## src/rtl/scan_addr_gen_pkg.sv

```systemverilog
// scan_addr_gen_pkg
// Shared constants for the scan address generator: FSM state encoding and
// default parameter values. The states are plain localparams so the encoding
// stays fixed and readable in waveforms of older tools.
package scan_addr_gen_pkg;

  localparam int N_DEF       = 4;
  localparam int DWELL_W_DEF = 8;

  localparam logic [1:0] ST_IDLE = 2'b00;
  localparam logic [1:0] ST_RUN  = 2'b01;
  localparam logic [1:0] ST_HOLD = 2'b10;

endpackage

```

## src/rtl/scan_addr_gen_dwell_timer.sv

```systemverilog
// dwell_timer
// Loadable down-counter that sets how many cycles each address is held.
// Ports:
//   clk      - system clock
//   rst      - synchronous active-high reset (count -> 0)
//   load     - load load_val (takes priority over dec)
//   load_val - value to load
//   dec      - decrement by one; low freezes the count (used for hold)
//   count    - current count
//   zero     - count == 0
module dwell_timer #(
  parameter int DWELL_W = 8
) (
  input  logic               clk,
  input  logic               rst,
  input  logic               load,
  input  logic [DWELL_W-1:0] load_val,
  input  logic               dec,
  output logic [DWELL_W-1:0] count,
  output logic               zero
);

  logic [DWELL_W-1:0] cnt_r;

  // Down-counter register.
  always_ff @(posedge clk) begin
    if (rst) begin
      cnt_r <= DWELL_W'(0);
    end else if (load) begin
      cnt_r <= load_val;
    end else if (dec) begin
      cnt_r <= cnt_r - DWELL_W'(1);
    end else begin
      cnt_r <= cnt_r;
    end
  end

  assign count = cnt_r;
  assign zero  = (cnt_r == DWELL_W'(0));

endmodule

```

## src/rtl/scan_addr_gen.sv

```systemverilog
// scan_addr_gen
// Sweeps addresses first..last (ascending, modulo 2^N) for an N-to-2^N
// decoder, holding each address dwell+1 cycles, in single-pass or
// continuous mode. All outputs are registered.
// Ports:
//   clk, rst            - clock, synchronous active-high reset
//   start               - begin a sweep (sampled only when idle)
//   stop                - abort a running sweep (highest priority)
//   hold                - freeze the sweep while high
//   mode                - 0 single pass, 1 continuous (latched at start)
//   first, last, dwell  - sweep configuration (latched at start)
//   A, en               - decoder address and enable
//   step                - pulse on the first cycle of each new address
//   busy                - sweep in progress (RUN or HOLD)
//   done                - pulse after a single pass completes
module scan_addr_gen
  import scan_addr_gen_pkg::*;
#(
  parameter int N       = N_DEF,
  parameter int DWELL_W = DWELL_W_DEF
) (
  input  logic               clk,
  input  logic               rst,
  input  logic               start,
  input  logic               stop,
  input  logic               hold,
  input  logic               mode,
  input  logic [N-1:0]       first,
  input  logic [N-1:0]       last,
  input  logic [DWELL_W-1:0] dwell,
  output logic [N-1:0]       A,
  output logic               en,
  output logic               step,
  output logic               busy,
  output logic               done
);

  logic [1:0]         state_r;
  logic [N-1:0]       first_r;
  logic [N-1:0]       last_r;
  logic [DWELL_W-1:0] dwell_r;
  logic               mode_r;
  logic [N-1:0]       a_r;
  logic               en_r;
  logic               step_r;
  logic               busy_r;
  logic               done_r;

  logic               sweeping_s;
  logic               active_s;
  logic               final_s;
  logic               tmr_load_s;
  logic [DWELL_W-1:0] tmr_val_s;
  logic               tmr_dec_s;
  logic [DWELL_W-1:0] tmr_count_s;
  logic               tmr_zero_s;

  // Timer control: load on start and on every advance; count down only when
  // the sweep is running and neither stopped nor held.
  always_comb begin
    sweeping_s = (state_r == ST_RUN) || (state_r == ST_HOLD);
    active_s   = sweeping_s && !stop && !hold;
    final_s    = (a_r == last_r) && !mode_r;
    tmr_load_s = 1'b0;
    tmr_val_s  = dwell_r;
    tmr_dec_s  = 1'b0;
    if (state_r == ST_IDLE) begin
      tmr_load_s = start;
      tmr_val_s  = dwell;
    end else if (active_s) begin
      tmr_load_s = tmr_zero_s && !final_s;
      tmr_dec_s  = !tmr_zero_s;
    end else begin
      tmr_load_s = 1'b0;
      tmr_dec_s  = 1'b0;
    end
  end

  dwell_timer #(
    .DWELL_W (DWELL_W)
  ) u_timer (
    .clk      (clk),
    .rst      (rst),
    .load     (tmr_load_s),
    .load_val (tmr_val_s),
    .dec      (tmr_dec_s),
    .count    (tmr_count_s),
    .zero     (tmr_zero_s)
  );

  // FSM, shadow registers, address incrementer and output registers.
  always_ff @(posedge clk) begin
    if (rst) begin
      state_r <= ST_IDLE;
      first_r <= N'(0);
      last_r  <= N'(0);
      dwell_r <= DWELL_W'(0);
      mode_r  <= 1'b0;
      a_r     <= N'(0);
      en_r    <= 1'b0;
      step_r  <= 1'b0;
      busy_r  <= 1'b0;
      done_r  <= 1'b0;
    end else begin
      case (state_r)
        ST_IDLE: begin
          step_r <= 1'b0;
          done_r <= 1'b0;
          if (start) begin
            first_r <= first;
            last_r  <= last;
            dwell_r <= dwell;
            mode_r  <= mode;
            a_r     <= first;
            en_r    <= 1'b1;
            busy_r  <= 1'b1;
            state_r <= ST_RUN;
          end else begin
            en_r    <= 1'b0;
            busy_r  <= 1'b0;
            state_r <= ST_IDLE;
          end
        end
        ST_RUN, ST_HOLD: begin
          done_r <= 1'b0;
          if (stop) begin
            // A keeps its last value on abort.
            en_r    <= 1'b0;
            busy_r  <= 1'b0;
            step_r  <= 1'b0;
            state_r <= ST_IDLE;
          end else if (hold) begin
            step_r  <= 1'b0;
            state_r <= ST_HOLD;
          end else if (tmr_zero_s) begin
            // Leaving HOLD behaves exactly like a RUN cycle, so no cycle is lost.
            if (a_r != last_r) begin
              a_r     <= a_r + N'(1);
              step_r  <= 1'b1;
              state_r <= ST_RUN;
            end else if (mode_r) begin
              a_r     <= first_r;
              step_r  <= 1'b1;
              state_r <= ST_RUN;
            end else begin
              en_r    <= 1'b0;
              busy_r  <= 1'b0;
              step_r  <= 1'b0;
              done_r  <= 1'b1;
              state_r <= ST_IDLE;
            end
          end else begin
            step_r  <= 1'b0;
            state_r <= ST_RUN;
          end
        end
        default: begin
          en_r    <= 1'b0;
          busy_r  <= 1'b0;
          step_r  <= 1'b0;
          done_r  <= 1'b0;
          state_r <= ST_IDLE;
        end
      endcase
    end
  end

  assign A    = a_r;
  assign en   = en_r;
  assign step = step_r;
  assign busy = busy_r;
  assign done = done_r;

endmodule

```

## config.mk

```make
export PLATFORM = sky130hd
export DESIGN_NAME = scan_addr_gen
export DESIGN_NICKNAME = d
export VERILOG_FILES = /design/src/rtl/scan_addr_gen_pkg.sv /design/src/rtl/scan_addr_gen_dwell_timer.sv /design/src/rtl/scan_addr_gen.sv
export SDC_FILE = /design/constraint.sdc
export NUM_CORES = 1
export LEC_CHECK = 0
export CAP_MARGIN = 20
export CORE_AREA = 4 4 64 66
export CTS_BUF_LIST = sky130_fd_sc_hd__clkbuf_8
export CTS_CLUSTER_SIZE = 20
export DETAILED_ROUTE_END_ITERATION = 6
export DIE_AREA = 0 0 68 70
export GPL_ROUTABILITY_DRIVEN = 0
export GPL_TIMING_DRIVEN = 0
export PLACE_DENSITY = 0.85
export SYNTH_ARGS = -nofsm -noshare
export SYNTH_HDL_FRONTEND = slang
export SYNTH_SLANG_ARGS = --single-unit
```

## constraint.sdc

```tcl
create_clock -name clk -period 2.3 [get_ports clk]
set_input_delay 0.69 -clock clk [delete_from_list [all_inputs] [get_ports clk]]
set_output_delay 0.69 -clock clk [all_outputs]
set_load 0.005 [all_outputs]
```

==> Word-level counts from Yosys, hierarchy flattened <==
Index checks and enable logic that the tools add are counted.
{ "classes": {"n_addsub": 2, "eq_ne": 13, "n_mux": 31, "n_bitwise": 2, "reduce_logical": 20} }
{ "ops": {"columns": ["cell", "n"], "rows": [
  ["4-bit 2-to-1 mux", 6],
  ["8-bit 2-to-1 mux", 3],
  ["1-bit 2-to-1 mux", 16],
  ["3-bit inequality test, second input constant", 5],
  ["8-bit zero test", 1],
  ["2-bit inequality test, second input constant", 4],
  ["4-bit one-hot mux with 2 select lines", 1],
  ["8-bit by 1-bit subtractor with 8-bit output, second input constant", 1],
  ["2-bit 2-to-1 mux", 3],
  ["6-bit AND reduction", 1],
  ["6-bit OR reduction", 1],
  ["1-bit zero test", 5],
  ["5-bit OR reduction", 1],
  ["4-bit by 1-bit adder with 4-bit output, second input constant", 1],
  ["4-bit equality test", 1],
  ["1-bit logical AND", 4],
  ["4-bit inequality test", 1],
  ["2-bit one-hot mux with 2 select lines", 1],
  ["4-bit AND reduction", 1],
  ["2-bit nonzero test", 2],
  ["2-bit by 1-bit equality test with 1-bit output, second input constant", 1],
  ["2-bit equality test, second input constant", 1],
  ["2-bit zero test", 1],
  ["1-bit NOT", 2],
  ["4 further kinds", 4]
]} }
{ "totals": {"ff_bits": 34, "inputBits": 22, "output_inout_bits": 8, "wordCells": 78} }

==> Depth between registers and ports, before layout <==
Gate-level depths: netlist of run 1.
{ "depth": {"depth_word": 8, "ltp_mapped": 9} }

==> Cells and area by module <==
A second synthesis of run 1 with hierarchy kept.
{ "hier_totals": {"hier_cells": 208, "hier_area_um2": 1749.2} }
{ "modules_own_cells": {"columns": ["module", "instances", "cells_per_inst", "area_per_inst_um2", "seq_area_each_um2"], "rows": [
  ["scan_addr_gen", 1, 152, 1276.2, 520.5],
  ["dwell_timer", 1, 56, 473.0, 160.2]
]} }

==> Worst setup path after synthesis of run 1 <==
Ideal clock, no wire load.
{ "synth_path": {"path_kind": "input port to flip-flop", "from": "input port hold", "to": "register u_timer.cnt_r[1], in the netlist u_timer.count[1]", "setup_ns": 0.079, "t_arrival_ns": 1.838, "required_ns": 2.221, "path_slack_ns": 0.382, "stages": 5, "n_path_buf": 0, "cell_sequence": "nor4b_4 -> a21boi_2 -> mux2i_1 -> nor2_1 -> a211oi_2"} }
{ "synth_between": {"elab_chain_cells": 5, "elab_cells_between_ends": 8, "classes_between": "mux: 5; reduce/logical: 3"} }
{ "synth_rtl": {"columns": ["element", "line_no", "rtl"], "rows": [
  ["from (decl)", "scan_addr_gen.sv:26", "input logic hold,"],
  ["1-bit zero test *", "scan_addr_gen.sv:62", "active_s = sweeping_s && !stop && !hold;"],
  ["1-bit logical AND *", "scan_addr_gen.sv:62", null],
  ["1-bit 2-to-1 mux", "scan_addr_gen.sv:70", "end else if (active_s) begin"],
  ["1-bit 2-to-1 mux", "scan_addr_gen.sv:67", "if (state_r == ST_IDLE) begin"],
  ["8-bit 2-to-1 mux or 2-bit nonzero test (tied branches)", null, null],
  ["to (signal assigned)", "scan_addr_gen_dwell_timer.sv:30", "cnt_r <= load_val;"],
  ["to (signal assigned)", "scan_addr_gen_dwell_timer.sv:32", "cnt_r <= cnt_r - DWELL_W'(1);"],
  ["to (signal assigned)", "scan_addr_gen_dwell_timer.sv:34", "cnt_r <= cnt_r;"],
  ["to (decl)", "scan_addr_gen_dwell_timer.sv:23", "logic [DWELL_W-1:0] cnt_r;"]
]} }
Every way passes the cells marked *; elsewhere a longest branch is shown, timed or not.
A chain may end at the register's enable or synchronous reset.

==> Worst setup path after layout of run 1 <==
{ "layout_path": {"from": "input port stop", "to": "register u_timer.cnt_r[1], in the netlist u_timer.count[1]"} }
{ "layout_between": {"elab_chain_cells": 6, "elab_cells_between_ends": 9, "classes_between": "mux: 5; reduce/logical: 4"} }
{ "layout_rtl": {"columns": ["element", "line_no", "rtl"], "rows": [
  ["from (decl)", "scan_addr_gen.sv:25", "input logic stop,"],
  ["1-bit zero test *", "scan_addr_gen.sv:62", null],
  ["1-bit logical AND * (2 in series)", "scan_addr_gen.sv:62", null],
  ["1-bit 2-to-1 mux", "scan_addr_gen.sv:70", null],
  ["1-bit 2-to-1 mux", "scan_addr_gen.sv:67", null],
  ["8-bit 2-to-1 mux or 2-bit nonzero test (tied branches)", null, null]
]} }
Marked as above.

==> results.yml, run 1 <==
run_status:
  status: "completed"
logic_synthesis:
  synthArstFlopShare_pct: 0
  synth-seq-cells: 34
  synth_cells: 210
  synth_seq_area_share_pct: 36.6
  synth.most_common_cell: "nand2_1"
  syn-num-nets: 237
  synth_area_um2: 1860
  ys_top_cells_by_count: "46 x nand2_1, 34 x dfxtp_1, 21 x a21oi_1, 15 x nor2_1, 10 x mux2i_1"
  synthFlopType: "dfxtp_1"
  ys_types: 49
  synth_top_area_cell: "dfxtp_1"
  synth_edf_count: 0
  yosys_warnings: 0
  syn_area_per_cell_um2: 8.85
  synth_top_cell_area_share_pct: 36.6
  ys_top_cells_by_area: "dfxtp_1 37%, nand2_1 9.3%, a21oi_1 5.7%"
sta:
  setup_violations: 0
  grt_setup_unrepaired: "no"
  tightest_slew_ns: 0.618
  finalCritPeriodShare_pct: 94.4
  max_freq_ghz: 0.461
  finalMaxSlewViolations: 0
  max-slew-margin-rel_pct: 58.8
  skew_ns: 0.00362
  fin_crit_ns: 2.17
  finalHoldViolCount: 0
drt:
  routed.top_layer: "met4"
  drcViolationCount: 0
  vias_per_cell: 5.58
  wl_met2_um: 2080
  drtIter0Drc: 74
  wl_met3_um: 231
  vias: 1641
  antenna_left: 0
  wirelength_met1_um: 1820
  wl_per_cell_um: 14.4
  wl_um: 4240
  firstDrtPassIters: 4
placed_design:
  io_buffers: 28
  dp_hpwl_um: 3010
  placedInstanceArea_um2: 2200
cts:
  root_buffer: "clkbuf_8"
  cts_buffer_depth: 2
  clk_pin_slew_ns: 0.06
  cts.sinks: 34
  h-tree-depth: 2
  cts_made_buffers: 5
  ctsHoldBuffers: 0
  insertion_delay_ns: 0.29
  cts_tree: "yes"
floorplanning:
  die_h_um: 70
  die-area_um2: 4760
  num_io_pins: 30
  die_w_um: 68
  start_util_pct: 51.9
  row_count: 22
  core_area_um2: 3580
global_routing:
  overflow: 0
  grt_max_degree: 11
  grt_pass1_vias: 1643
  antenna_found_initial: 0
  grt_use_total_pct: 20.5
  grt_pass1_wl_um: 7450
finish:
  final_core_util_pct: 64.2
  fin_area_um2: 2300
  finalNetCount: 274
  num_antenna_cells: 0
  layout-drive-gt1-share_pct: 12.2
  syn2layout_area_growth_pct: 23.6
power:
  p_leak_nw: 0.876
  p_total_w: 0.00159
  ir_worst_vdd_mv: 0.488
  power_density_nw_per_um2: 691
setup_path:
  arrival_ns: 2.38
  startpoint_type: "input port"
  required_ns: 2.51
  setup.worst_path.end_class: "flip-flop"
  path_class: "input port to flip-flop"
  cp_max_fo: 6
run:
  cap_violations: 0
min_path:
  holdCritPathClass: "flip-flop to flip-flop"
[power breakdown]
group	total (W)	internal, W	switching [W]
clock	0.000430	0.000230	0.000200
combinational	0.000460	0.000227	0.000233
sequential	0.000695	0.000639	0.0000568
total	0.00159	0.00110	0.000489
[layout make-up]
cell class                 count  area [µm²]
buffer                        12        82.6
multi-input combinational    159        1080
inverter                       5        18.8
timing repair buffer          30         295
fill                         322        1280
tap                           48        60.1
clock buffer                   6        82.6
sequential                    34         681
[cell usage in the layout, fill, tap and decap left out, drive strengths merged, types with 5 or more instances in the layout]
master / count
buf: 10
clkbuf: 9
clkdlybuf4s50: 28
xnor2: 8
nor2: 15
inv: 5
mux2i: 10
ha: 5
a211oi: 7
a21oi: 21
dfxtp: 34
nand2: 46
[cells by family (layout without fill, tap and decap cells)]
| group | count (synthesis) | in the layout | synth area share, % |
|---|---|---|---|
| AND/OR/NAND/NOR | 83 | 83 | 23.0 |
| AO/OA/AOI/OAI | 51 | 51 | 21.1 |
| flip-flops | 34 | 34 | 36.6 |
| buffers and inverters | 17 | 53 | 5.45 |
| multiplexers | 12 | 12 | 6.60 |
| XOR/XNOR | 8 | 8 | 3.77 |
| adder cells (fa/ha/maj) | 5 | 5 | 3.37 |
[registers in the layout, indices dropped and copies added (netlist names)]
register and count:
busy 1, done 1, A 4, last_r 4, u_timer.count 8, mode_r 1, state_r 2, step 1
first_r 4, dwell_r 8
[critical path, cell delays in order]
cell and delay [ns]:
clkdlybuf4s50_1 0.48, nor4b_4 0.27, buf_4 0.19, a21boi_2 0.26
mux2i_1 0.24, nor2_1 0.07, a211oi_2 0.17
[worst paths after layout]
path / start / slack, ns / endpoint / cells past startpoint
setup / recovery: stop / 0.13 / u_timer.count[1] / 7
hold / removal: dwell_r[5] / 0.45 / dwell_r[5] / 2
setup reg to reg: state_r[0] / 0.25 / dwell_r[7] / 8
hold reg to reg: dwell_r[5] / 0.45 / dwell_r[5] / 2
[metrics by stage]
step           worst slack, ns  instances  hold WS, ns  setup TNS (ns)
2_1_floorplan            0.382        210        0.432               0
3_3_place_gp            -0.368        286        0.438           -2.44
3_5_place_dp            -0.400        286        0.446           -2.60
4_1_cts                  0.162        294        0.454               0
5_1_grt                 0.0419        294        0.471               0
6_report                 0.130        294        0.453               0
[metal layers]
layer  vias up  track usage, %
met3         8            5.79
li1        820               -
met5         -               0
met1       772            25.3
met2        41            31.9
met4         0            9.71
[what timing repair did]
item,4_1_cts,5_1_grt
setup endpoints to repair,6,0
setup buffers,2,0
gates resized for setup,0,0
Note: power is estimated with default switching activity, not from simulation.
==> run 2, diff against run 1 <==
--- a/config.mk
+++ b/config.mk
@@ -6,14 +6,15 @@
 export NUM_CORES = 1
 export LEC_CHECK = 0
 export CAP_MARGIN = 20
-export CORE_AREA = 4 4 64 66
+export CORE_AREA = 4 4 61 63
 export CTS_BUF_LIST = sky130_fd_sc_hd__clkbuf_8
 export CTS_CLUSTER_SIZE = 20
 export DETAILED_ROUTE_END_ITERATION = 6
-export DIE_AREA = 0 0 68 70
+export DIE_AREA = 0 0 65 67
+export DONT_BUFFER_PORTS = 1
 export GPL_ROUTABILITY_DRIVEN = 0
 export GPL_TIMING_DRIVEN = 0
-export PLACE_DENSITY = 0.85
+export PLACE_DENSITY = 0.8
 export SYNTH_ARGS = -nofsm -noshare
 export SYNTH_HDL_FRONTEND = slang
 export SYNTH_SLANG_ARGS = --single-unit
==> run 2 against run 1 <==
Compared with the run above:
- combinational power decreased by 13%
- flip-flop and latch count unchanged
- sequential share of layout area increased by 3.3 points
- maximum frequency increased by 5.4%
- die area decreased by 8.5%
- critical endpoint is now busy
- critical path type is now flip-flop to flip-flop
- via count decreased by 4.3%
- final area decreased by 9.9%
- global-route usage increased by 0.20 points
- cell count decreased by 9.5%
- first-iteration DRC count decreased by 4.1%
- critical path depth unchanged
- largest cell class unchanged
- power increased by 11%
==> results.yml, run 2 (same netlist as run 1, synthesis figures left out) <==
run_status:
  status: "completed"
sta:
  skew_ns: 0.00376
  setup_violations: 0
  fin_setup_tns_ns: 0
  tightest_slew_ns: 0.563
  finalCritPeriodShare_pct: 89.6
  fin_crit_ns: 2.06
  finalHoldViolCount: 0
  max-slew-margin-rel_pct: 62.5
  fin_ws_ns: 0.240
  grt_setup_unrepaired: "no"
  finalMaxSlewViolations: 0
  max_freq_ghz: 0.485
  hold_ws_ns: 0.455
placed_design:
  dp_hpwl_um: 2900
  dp_slack_ns: 0.177
  io_buffers: 0
global_routing:
  grt_pass1_wl_um: 6790
  grt_pass1_vias: 1437
  grt_max_degree: 13
  antenna_found_initial: 0
  overflow: 0
  grt_use_total_pct: 20.7
finish:
  layout-drive-gt1-share_pct: 14.5
  final_common_cell: "nand2_1"
  finalNetCount: 246
  syn2layout_area_growth_pct: 11.3
  layout_common_cells: "46 x nand2_1, 34 x dfxtp_1, 21 x a21oi_1"
  num_antenna_cells: 0
power:
  ir_worst_vdd_mv: 0.521
  power_density_nw_per_um2: 854
  power.switching_w: 0.000515
  seq_power_share_pct: 39.5
  p_total_w: 0.00177
  sw_frac_of_total_pct: 29.1
  power_frac_comb_pct: 22.7
  p_clk_share_pct: 37.8
  p_leak_nw: 0.795
  power.internal_w: 0.00125
setup_path:
  required_ns: 2.46
  arrival_ns: 2.22
  cp_max_fo: 7
  path_class: "flip-flop to flip-flop"
  timing.rr.start: "u_timer.count[0]"
  r2r-end: "busy"
  rrSetupSlack_ns: 0.24
  r2r_cells: 7
  startpoint_type: "flip-flop"
  setup.worst_path.end_class: "flip-flop"
cts:
  insertion_delay_ns: 0.29
  clk_pin_slew_ns: 0.07
  root_buffer: "clkbuf_8"
  cts_made_buffers: 5
  cts.sinks: 34
  h-tree-depth: 2
  cts_tree: "yes"
  cts_buffer_depth: 2
floorplanning:
  die-area_um2: 4360
  num_io_pins: 30
  die_w_um: 65
  core_area_um2: 3230
  die_h_um: 67
  row_count: 21
  start_util_pct: 57.5
drt:
  drcViolationCount: 0
  wl_per_cell_um: 15.4
  vias_per_cell: 5.90
  drtIter0Drc: 71
  antenna_left: 0
  vias: 1570
  wl_um: 4090
  firstDrtPassIters: 4
min_path:
  holdCritPathClass: "flip-flop to flip-flop"
  hold_start: "dwell_r[0]"
  hold_path_depth: 2
  min_to: "dwell_r[0]"
run:
  cap_violations: 0
-- run 2: per-layer routing --
| metal | wire [µm] | global-route usage, % |
|---|---|---|
| met1 | 1720 | 24.8 |
| met4 | 108 | 10.6 |
| met3 | 288 | 5.56 |
| met2 | 1970 | 33.7 |
| met5 | 0 | 0 |
-- run 2: what timing repair did --
item | in CTS | in global routing
setup buffers | 0 | 2
hold buffers | 0 | 0
resized for setup | 0 | 0
endpoints found under the setup margin | 0 | 1
-- run 2: critical path, cell delays in order, from the launching register on --
cell	delay (ns)
dfxtp_1	0.35
inv_1	0.13
ha_1	0.22
nor4b_4	0.44
nand2_1	0.24
o41ai_2	0.29
mux2i_1	0.23
nor2_1	0.05
-- run 2: final cells by class --
class / count / area (µm²)
multi-input cells: 159 / 1080
clock buffers: 5 / 68.8
inverters: 5 / 18.8
plain buffers: 12 / 82.6
well taps: 46 / 57.6
clock inverters: 3 / 68.8
repair buffers: 2 / 15.0
fillers: 281 / 1160
flip-flops and latches: 34 / 681
-- run 2: worst max-delay path by stage --
stage	cells after the start	start	end
floorplan	5	hold	u_timer.count[1]
global placement	8	state_r[1]	u_timer.count[1]
detailed placement	9	state_r[0]	u_timer.count[1]
CTS	8	state_r[0]	u_timer.count[1]
global route	8	state_r[1]	first_r[1]
finish	7	u_timer.count[0]	busy
-- run 2: power groups by stage --
| stage | combinational [W] | sequential, W | clock [W] |
|---|---|---|---|
| 6_report | 0.000401 | 0.000697 | 0.000668 |
| 5_1_grt | 0.000441 | 0.000705 | 0.000710 |
| 4_1_cts | 0.000400 | 0.000696 | 0.000676 |
| 3_5_place_dp | 0.000397 | 0.000709 | 0 |
| 3_3_place_gp | 0.000384 | 0.000707 | 0 |
| 2_1_floorplan | 0.000331 | 0.000695 | 0 |
-- run 2: through the flow --
step                      utilization [%]  std cells  area, µm²
after floorplan                         -        210       1860
after global placement               59.3        256       1920
after detailed placement             59.3        256       1920
after CTS                            63.5        264       2050
after global routing                 64.0        266       2070
final                                64.0        266       2070
